<file path="src/rtl/spi_target_core.sv">
// rtl/spi_target_core.sv - SPI target (slave) core with TX holding register and RX word output
//
// Purpose:
//   Receives and transmits WIDTH-bit words over SPI while chip select is low.
//   All SPI pins are synchronised into clk and every flop runs on clk.
//   Words run back to back within one chip-select assertion.
//
// Parameters:
//   WIDTH      frame length in bits (8..64)
//   CPOL       SCK idle level
//   CPHA       0 = sample on leading edge, 1 = sample on trailing edge
//   MSB_FIRST  1 = bit WIDTH-1 first on both lines, 0 = bit 0 first
//
// Ports:
//   clk, rst            system clock, asynchronous active-high reset
//   spi_sclk/cs_n/mosi  SPI inputs from the controller (asynchronous to clk)
//   spi_miso            SPI data to the controller, 0 while idle
//   tx_data/valid/ready write port of the TX holding register
//   rx_data/rx_valid    last complete received word and its update pulse
//   busy                high while a frame is in progress
//   underrun            pulse when a word starts with no TX data available
//   abort               pulse when chip select ends a partial word

module spi_target_core #(
   parameter int WIDTH     = 32,
   parameter int CPOL      = 0,
   parameter int CPHA      = 0,
   parameter int MSB_FIRST = 1
) (
   input  logic             clk,
   input  logic             rst,
   input  logic             spi_sclk,
   input  logic             spi_cs_n,
   input  logic             spi_mosi,
   output logic             spi_miso,
   input  logic [WIDTH-1:0] tx_data,
   input  logic             tx_valid,
   output logic             tx_ready,
   output logic [WIDTH-1:0] rx_data,
   output logic             rx_valid,
   output logic             busy,
   output logic             underrun,
   output logic             abort
);

   localparam int   CW       = $clog2(WIDTH);
   localparam logic SCK_IDLE = (CPOL != 0) ? 1'b1 : 1'b0;

   typedef enum logic {
      ST_IDLE,
      ST_SHIFT
   } state_t;

   state_t r_state;
   state_t w_state_nxt;

   // synchronisers
   logic r_sck_s1, r_sck_s2, r_sck_prev;
   logic r_cs_s1, r_cs_s2;
   logic r_mosi_s1, r_mosi_s2;
   logic [1:0] r_sync_fill;
   logic r_cs_armed;

   // datapath
   logic [WIDTH-1:0] r_hold;
   logic             r_hold_valid;
   logic [WIDTH-1:0] r_tx_shift;
   logic [WIDTH-1:0] r_rx_shift;
   logic [WIDTH-1:0] r_rx_data;
   logic [CW-1:0]    r_bit_cnt;
   logic             r_tx_armed;
   logic             r_wrap_d;
   logic             r_rx_valid;
   logic             r_abort;
   logic             r_ur_pend;

   logic w_sck_rise, w_sck_fall;
   logic w_lead, w_trail, w_sample, w_shift;
   logic w_start, w_end, w_in_shift;
   logic w_do_sample, w_wrap, w_load, w_hold_wr;
   logic [WIDTH-1:0] w_rx_nxt;
   logic [WIDTH-1:0] w_tx_adv;
   logic w_tx_bit;

   // Two-flop synchronisers. Reset values are the inactive pin levels so
   // no false SCK edge or CS fall is seen when reset releases.
   // r_sync_fill marks when r_cs_s2 holds a real pin sample; CS must be seen
   // high after that before a frame may start, so a CS that was already low
   // across reset cannot begin a frame mid-way.
   always_ff @(posedge clk or posedge rst) begin
      if (rst) begin
         r_sck_s1    <= SCK_IDLE;
         r_sck_s2    <= SCK_IDLE;
         r_sck_prev  <= SCK_IDLE;
         r_cs_s1     <= 1'b1;
         r_cs_s2     <= 1'b1;
         r_mosi_s1   <= 1'b0;
         r_mosi_s2   <= 1'b0;
         r_sync_fill <= 2'b00;
         r_cs_armed  <= 1'b0;
      end else begin
         r_sck_s1    <= spi_sclk;
         r_sck_s2    <= r_sck_s1;
         r_sck_prev  <= r_sck_s2;
         r_cs_s1     <= spi_cs_n;
         r_cs_s2     <= r_cs_s1;
         r_mosi_s1   <= spi_mosi;
         r_mosi_s2   <= r_mosi_s1;
         r_sync_fill <= {r_sync_fill[0], 1'b1};
         r_cs_armed  <= r_cs_armed | (r_sync_fill[1] & r_cs_s2);
      end
   end

   assign w_sck_rise = r_sck_s2 & ~r_sck_prev;
   assign w_sck_fall = ~r_sck_s2 & r_sck_prev;
   assign w_lead     = (CPOL != 0) ? w_sck_fall : w_sck_rise;
   assign w_trail    = (CPOL != 0) ? w_sck_rise : w_sck_fall;
   assign w_sample   = (CPHA != 0) ? w_trail : w_lead;
   assign w_shift    = (CPHA != 0) ? w_lead  : w_trail;

   // state register
   always_ff @(posedge clk or posedge rst) begin
      if (rst) begin
         r_state <= ST_IDLE;
      end else begin
         r_state <= w_state_nxt;
      end
   end

   // next state
   always_comb begin
      w_state_nxt = r_state;
      w_start     = 1'b0;
      w_end       = 1'b0;
      case (r_state)
         ST_IDLE: begin
            if (r_cs_armed && !r_cs_s2) begin
               w_state_nxt = ST_SHIFT;
               w_start     = 1'b1;
            end
         end
         ST_SHIFT: begin
            if (r_cs_s2) begin
               w_state_nxt = ST_IDLE;
               w_end       = 1'b1;
            end
         end
         default: w_state_nxt = ST_IDLE;
      endcase
   end

   // SCK edges only count while a frame is active and not ending this cycle
   assign w_in_shift  = (r_state == ST_SHIFT) && !r_cs_s2;
   assign w_do_sample = w_in_shift & w_sample;
   assign w_wrap      = w_do_sample && (r_bit_cnt == CW'(WIDTH - 1));
   assign w_load      = w_start | w_wrap;
   assign w_hold_wr   = tx_valid & ~r_hold_valid;

   assign w_rx_nxt = (MSB_FIRST != 0) ? {r_rx_shift[WIDTH-2:0], r_mosi_s2}
                                      : {r_mosi_s2, r_rx_shift[WIDTH-1:1]};
   assign w_tx_adv = (MSB_FIRST != 0) ? {r_tx_shift[WIDTH-2:0], 1'b0}
                                      : {1'b0, r_tx_shift[WIDTH-1:1]};
   assign w_tx_bit = (MSB_FIRST != 0) ? r_tx_shift[WIDTH-1] : r_tx_shift[0];

   always_ff @(posedge clk or posedge rst) begin
      if (rst) begin
         r_hold       <= '0;
         r_hold_valid <= 1'b0;
         r_tx_shift   <= '0;
         r_rx_shift   <= '0;
         r_rx_data    <= '0;
         r_bit_cnt    <= '0;
         r_tx_armed   <= 1'b0;
         r_wrap_d     <= 1'b0;
         r_rx_valid   <= 1'b0;
         r_abort      <= 1'b0;
         r_ur_pend    <= 1'b0;
      end else begin
         r_rx_valid <= 1'b0;
         r_abort    <= 1'b0;
         r_wrap_d   <= w_wrap;

         // A write in the same cycle as a load lands after the load has
         // already taken the (empty) register, so it serves the next word.
         if (w_hold_wr) begin
            r_hold       <= tx_data;
            r_hold_valid <= 1'b1;
         end else if (w_load) begin
            r_hold_valid <= 1'b0;
         end

         // Completed word is published one cycle after the wrapping sample
         if (r_wrap_d) begin
            r_rx_data  <= r_rx_shift;
            r_rx_valid <= 1'b1;
         end

         if (w_end) begin
            r_abort    <= (r_bit_cnt != '0);
            r_bit_cnt  <= '0;
            r_tx_shift <= '0;
            r_rx_shift <= '0;
            r_tx_armed <= 1'b0;
            r_ur_pend  <= 1'b0;
         end else begin
            if (w_do_sample) begin
               r_rx_shift <= w_rx_nxt;
               r_bit_cnt  <= r_bit_cnt + CW'(1);
            end

            // r_tx_armed gates the shift edge. With CPHA=0 the first bit is
            // already on the line after the load, and the trailing edge that
            // follows the last sample of the previous word must not advance
            // the freshly loaded word. With CPHA=1 the first shift edge only
            // presents the first bit.
            if (w_load) begin
               r_tx_shift <= r_hold_valid ? r_hold : '0;
               r_bit_cnt  <= '0;
               r_tx_armed <= 1'b0;
            end else if (w_in_shift) begin
               if (CPHA == 0) begin
                  if (w_sample) begin
                     r_tx_armed <= 1'b1;
                  end
                  if (w_shift && r_tx_armed) begin
                     r_tx_shift <= w_tx_adv;
                  end
               end else if (w_shift) begin
                  if (r_tx_armed) begin
                     r_tx_shift <= w_tx_adv;
                  end else begin
                     r_tx_armed <= 1'b1;
                  end
               end
            end

            // A word loaded at a boundary has only started once the next
            // leading edge arrives; if CS rises first it never ran, so the
            // empty-holding report waits for that edge.
            if (w_wrap && !r_hold_valid) begin
               r_ur_pend <= 1'b1;
            end else if (w_in_shift && w_lead) begin
               r_ur_pend <= 1'b0;
            end
         end
      end
   end

   assign spi_miso = (r_state == ST_SHIFT) && ((CPHA == 0) || r_tx_armed) ? w_tx_bit : 1'b0;
   assign tx_ready = ~r_hold_valid;
   assign rx_data  = r_rx_data;
   assign rx_valid = r_rx_valid;
   assign busy     = (r_state == ST_SHIFT);
   assign underrun = (w_start & ~r_hold_valid) | (r_ur_pend & w_in_shift & w_lead);
   assign abort    = r_abort;

endmodule

</file>
<file path="config.mk">
export PLATFORM = sky130hd
export DESIGN_NAME = spi_target_core
export DESIGN_NICKNAME = d
export VERILOG_FILES = /design/src/rtl/spi_target_core.sv
export SDC_FILE = /design/constraint.sdc
export NUM_CORES = 1
export LEC_CHECK = 0
export BUFFER_PORTS_ARGS = -buffer_cell sky130_fd_sc_hd__buf_2
export CAP_MARGIN = 10
export CORE_MARGIN = 8
export CORE_UTILIZATION = 40
export CTS_CLUSTER_SIZE = 25
export DETAILED_ROUTE_END_ITERATION = 6
export PLACE_DENSITY_LB_ADDON = 0.08
export RECOVER_POWER = 25
export SLEW_MARGIN = 20
export SYNTH_ARGS = -nofsm -noshare
export SYNTH_HDL_FRONTEND = slang
export SYNTH_SLANG_ARGS = --single-unit
</file>
<file path="constraint.sdc">
create_clock -name clk -period 5.6 [get_ports clk]
set_clock_uncertainty 0.2 [all_clocks]
set_input_delay 1.12 -clock clk [delete_from_list [all_inputs] [get_ports clk]]
set_output_delay 1.12 -clock clk [all_outputs]
set_load 0.005 [all_outputs]
</file>
==> impl_metrics.yaml, run 1 <==
synthesis:
  synth_seq_cells: 150
  syn_nets: 466
  synth-simple-area-share_pct: 5.174
  synth-xor-area-share_pct: 0
  synth_edf_count: 0
  synth_top_cell_by_area: "dfrtp_1"
  syn_inst: 425
  synth_area_um2: 5901
  yosys-top-cells-count: "dfrtp_1, mux2_2, nand2_1, o21ai_0, a22o_1"
  synth_fa_ha_area_share_pct: 0.6361
  yosysSeqAreaShare_pct: 63.66
  synth-compound-area-share_pct: 14.48
  yosys-top-cells-area: "dfrtp_1, mux2_2, a22o_1"
  synth.distinct_cells: 36
  synth_mux_area_share_pct: 12.55
  ys_warn_count: 0
  async_flop_share_pct: 100.0
  synth_top_family_by_area: "compound AO/OA/AOI/OAI gates"
  syn_avg_cell_area_um2: 13.88
  synthFlopType: "dfrtp_1"
  yosysMostFrequentCell: "dfrtp_1"
  synth_top_area_share_pct: 62.77
sta:
  drv_slew: 154
  rsz0062_at_grt: "false"
  finalHoldViolations: 0
  setup_viol: 0
  worstMarginPinSlew_ns: 2.466
  slew_headroom_pct: -64.43
  period_needed_ns: 3.054
  period_share_pct: 54.53
  setup-tns-final_ns: 0
  hold_slack_ns: 0.1501
  fmax_mhz: 327.5
setup_path:
  cp-start-kind: "primary input"
  path_buf_inv: 3
  worstSetupPathType: "primary input to async pin"
  critPathLaunch: "rst"
  reg2reg_from: "r_bit_cnt[0]"
  cp_cell_sequence: "clkbuf_1, clkinvlp_4, buf_4"
  cp_data_required_time_ns: 5.95
  slowest_stage: "clkinvlp_4"
  critPathMaxStageDelay_ns: 1.55
  worstSetupEndpointType: "async pin"
  reg2reg_setup_slack_ns: 3.04
  worst-r2r-cell-count: 7
  cp_max_fo: 119
  cp.arrival_ns: 3.40
  path_delay_family: "buffers and inverters"
  crit-reg2reg-capture: "r_tx_shift[4]"
clocking:
  clock_sinks: 150
  cts_root_buf: "clkbuf_16"
  clock_path_buffers: 2
  h-tree-depth: 4
  cts_made_buffers: 17
  hold_buffers: 0
  postCtsSetupBuffers: 0
  cts_tree: "yes"
  worst_skew_pair.late_latency_ns: 0.41
  ctsResizeCount: 0
  clk_pin_slew_worst_paths_ns: 0.06
layout:
  regArea_um2: 3756
  diodes: 0
  multi_input_area_um2: 1963
  drive_gt1_share_pct: 36.69
  nets: 535
  nFillCells: 1335
  area_growth_pct: 18.47
routing:
  dr.pass1.iters: 4
  vias: 3578
  wirelength_um: 11380
  post-route-drc-count: 0
  viasPerCell: 5.178
  drt-initial-drc-count: 151
  wire_per_inst_um: 16.47
  antenna_left: 0
worst_hold_path:
  hold_class: "flop to flop"
  hold_end: "r_mosi_s2"
  holdCritStartpoint: "r_mosi_s1"
  worstHoldPathCells: 0
global_route:
  antenna_found_initial: 0
  grt_max_degree: 120
  grt_first_pass_wirelength_um: 19260
  grt_overflow: 0
  grt_usage_pct: 13.08
  grt_pass1_vias: 3815
power:
  p_per_area_nw_per_um2: 383.6
  peakVddDrop_uv: 207.6
  p_leak_uw: 0.003332
floorplanning:
  die_w_um: 137.5
  die_h_um: 137.5
  pin_count: 76
  row_count: 44
  coreArea_um2: 14480
  dieArea_um2: 18890
  start_util_pct: 40.75
place:
  hpwl_um: 7106
  gp_congestion: 0.6773
  port_buffers: 75
outcome:
  status: "finished, violations left"
  violations: "capacitance limit, slew limit"
flow_run:
  maxCapViolations: 2
==> worst register-to-register path, stage by stage (launching register included) <==
cell,delay (ns)
dfrtp_1,0.41
ha_1,0.21
and3_1,0.18
ha_1,0.20
nand4b_1,0.18
and3_4,0.48
nand2_4,0.33
a2bb2oi_1,0.24
==> metal layers <==
layer | routed length (um) | global-route usage, %
met1 | 5095 | 16.20
met2 | 5610 | 20.37
met3 | 595 | 4.960
met4 | 76 | 4.888
met5 | 0 | 0
==> layout make-up <==
type / count / share of cell area (%)
clock buffers: 21 / 6.587
clock inverters: 11 / 2.094
inverters: 4 / 0.2685
multi-input cells: 240 / 28.08
flip-flops and latches: 150 / 53.73
well taps: 184 / 3.293
repair buffers: 81 / 5.942
==> cell usage in the layout (no fill, tap or decap), types with 2 or more instances in the layout <==
| cell type | Yosys | layout |
|---|---|---|
| a21boi_0 | 2 | 2 |
| clkbuf_1 | 11 | 4 |
| mux2i_1 | 2 | 2 |
| clkbuf_16 | 0 | 17 |
| nor2_1 | 8 | 7 |
| nand4b_1 | 2 | 2 |
| inv_6 | 0 | 2 |
| clkbuf_8 | 0 | 2 |
| nand3b_1 | 2 | 2 |
| o21ai_0 | 33 | 32 |
| inv_1 | 4 | 3 |
| a21oi_1 | 3 | 3 |
| and2_1 | 2 | 2 |
| nor2b_1 | 3 | 2 |
| ha_1 | 3 | 3 |
| mux2_1 | 2 | 2 |
| buf_2 | 9 | 74 |
| buf_4 | 0 | 5 |
| and3_1 | 2 | 2 |
| a32o_1 | 3 | 3 |
| clkinvlp_4 | 0 | 3 |
| a21o_1 | 2 | 2 |
| clkinv_2 | 0 | 3 |
| bufinv_16 | 0 | 3 |
| a22o_1 | 32 | 32 |
| a2bb2oi_2 | 7 | 7 |
| mux2_2 | 62 | 62 |
| a2bb2oi_1 | 24 | 24 |
| nand2b_1 | 3 | 3 |
| nand2_1 | 34 | 34 |
| dfrtp_1 | 148 | 148 |
==> power by group <==
part           leakage [uW]  switching (uW)  internal [uW]  total (uW)
clock              0.000294             433            725        1160
sequential          0.00193            73.1           1210        1280
combinational       0.00111             109            134         243
==> logic make-up after synthesis <==
logic type | count (synthesis)
compound gates | 108
fa+ha+maj | 3
flops | 150
other cells | 1
buf+inv | 35
mux | 66
simple gates | 62
==> worst max-delay path by stage <==
| stage | to | slack [ns] | cells past startpoint |
|---|---|---|---|
| floorplan | abort | 0.25 | 1 |
| finish | r_tx_shift[5] | 2.55 | 3 |
| global route | r_tx_shift[5] | 2.02 | 3 |
| detailed placement | r_hold[10] | 2.87 | 3 |
| CTS | underrun | 2.58 | 5 |
| global placement | r_hold[10] | 2.91 | 3 |
==> state kept, by name (all words and copies together) (netlist names) <==
register	cells
r_rx_shift	32
r_ur_pend	1
rx_valid	1
r_hold_valid	1
r_tx_armed	1
r_sck_prev	1
busy	1
r_sck_s2	1
r_mosi_s2	1
r_sync_fill	2
r_cs_s1	1
r_hold	32
r_mosi_s1	1
abort	1
r_cs_armed	1
r_wrap_d	1
r_cs_s2	1
r_bit_cnt	5
r_tx_shift	32
r_sck_s1	1
rx_data	32
==> metrics by stage <==
step           cell area (um2)  setup slack (ns)  power (uW)  utilization, %  std cells
2_1_floorplan             5901            0.2469        1480               -        425
3_3_place_gp              6390             2.909        1539           44.13        659
3_5_place_dp              6390             2.871        1549           44.13        659
4_1_cts                   6997             2.581        2732           48.32        691
5_1_grt                   6990             2.024        2818           48.28        691
6_report                  6990             2.546        2681           48.28        691
(Power assumes the default switching activity.)
==> inputs of run 2 (changes only) <==
==> constraint.sdc (replaced) <==
create_clock -name clk -period 3.02 [get_ports clk]
set_clock_uncertainty 0.2 [all_clocks]
set_input_delay 0.604 -clock clk [delete_from_list [all_inputs] [get_ports clk]]
set_output_delay 0.604 -clock clk [all_outputs]
set_load 0.005 [all_outputs]
==> impl_metrics.yaml, run 2 (synthesis results as in run 1) <==
place:
  hpwl_um: 7118
  placed_cells: 661
  place_ws_ns: 0.5124
  port_buffers: 75
  gp_congestion: 0.6888
clocking:
  cts_root_buf: "clkbuf_16"
  cts_made_buffers: 17
  clock_sinks: 150
  worst_skew_pair.late_latency_ns: 0.41
  hold_buffers: 0
  cts_tree: "yes"
  ctsResizeCount: 0
  postCtsSetupBuffers: 0
  clock_path_buffers: 2
  h-tree-depth: 4
  clk_pin_slew_worst_paths_ns: 0.06
global_route:
  grt_max_degree: 104
  grt_usage_pct: 12.77
  grt_first_pass_wirelength_um: 19160
  grt_pass1_vias: 3788
  grt_overflow: 0
  antenna_found_initial: 0
worst_hold_path:
  hold_class: "primary input to flop"
  holdCritStartpoint: "spi_cs_n"
  hold_end: "r_cs_s1"
  worstHoldPathCells: 1
setup_path:
  worst-r2r-cell-count: 7
  reg2reg_from: "r_bit_cnt[1]"
  worstSetupPathType: "flop to flop"
  crit-reg2reg-capture: "r_tx_shift[3]"
  reg2reg_setup_slack_ns: 0.52
  worstSetupEndpointType: "flop"
  cp_max_fo: 39
  cp-start-kind: "flop"
  cp.arrival_ns: 2.59
  cp_data_required_time_ns: 3.11
layout:
  final_common_cell: "dfrtp_1"
  area_growth_pct: 18.77
  finalCoreUtilization_pct: 48.40
  final_cell_mix: "dfrtp_1, buf_2, mux2_2"
  diodes: 0
  nets: 537
  drive_gt1_share_pct: 37.13
  stdcell_count: 693
routing:
  antenna_left: 0
  post-route-drc-count: 0
  vias: 3593
  wirelength_um: 11280
  viasPerCell: 5.185
  dr.pass1.iters: 4
  drt-initial-drc-count: 191
  wire_per_inst_um: 16.27
sta:
  fmax_mhz: 400.0
  rsz0062_at_grt: "false"
  setup_viol: 0
  worstMarginPinSlew_ns: 2.056
  fin_ws_ns: 0.5202
  setup-tns-final_ns: 0
  period_needed_ns: 2.500
  hold_slack_ns: 0.09010
  drv_slew: 48
  period_share_pct: 82.77
  finalHoldViolations: 0
  slew_headroom_pct: -37.27
flow_run:
  maxCapViolations: 1
floorplanning:
  pin_count: 76
  die_w_um: 137.5
  start_util_pct: 40.75
  dieArea_um2: 18890
  coreArea_um2: 14480
  die_h_um: 137.5
  row_count: 44
outcome:
  violations: "capacitance limit, slew limit"
  status: "finished, violations left"
power:
  p_per_area_nw_per_um2: 707.5
  peakVddDrop_uv: 481.3
  p_leak_uw: 0.003343
==> run 2: how the worst max path moves through the flow <==
stage,startpoint,end,slack (ns),cells after the start
floorplan,rst,abort,0.33,1
global placement,r_bit_cnt[0],r_tx_shift[21],0.57,7
detailed placement,r_bit_cnt[0],r_tx_shift[17],0.51,7
CTS,r_bit_cnt[0],r_tx_shift[15],0.51,7
global route,rst,r_rx_shift[20],0.22,3
finish,r_bit_cnt[1],r_tx_shift[3],0.52,7
==> run 2: worst max-delay path: stages (launching register included) <==
cell and delay (ns):
dfrtp_1 0.42, ha_1 0.21, and3_1 0.18, ha_1 0.20, nand4b_1 0.17, and3_4 0.46, nand2_4 0.31, a2bb2oi_1 0.22
==> run 2: report_power, final <==
part / switching [uW] / leakage (uW) / internal (uW)
combinational: 200 / 0.00113 / 251
sequential: 145 / 0.00193 / 2240
clock: 801 / 0.000279 / 1320
==> run 2: stage by stage <==
step,power (uW),instance area [um2]
floorplan,2745,5904
global placement,2859,6429
detailed placement,2881,6429
CTS,5044,7030
global route,5204,7008
finish,4958,7008
==> run 2: layout make-up <==
class,instances,area (um2)
inverters,4,16.27
fillers,1301,7471
well taps,184,230.2
clock inverters,11,151.4
repair buffers,83,440.4
flip-flops and latches,150,3756
multi-input cells,240,1963
clock buffers,21,450.4
==> run 2: layer usage <==
metal / vias up / global-route usage (%) / routed length [um]
met5: - / 0 / 0
met4: 0 / 4.345 / 130
met3: 9 / 4.085 / 554
met2: 63 / 19.50 / 5200
met1: 1840 / 16.78 / 5392
li1: 1681 / - / -
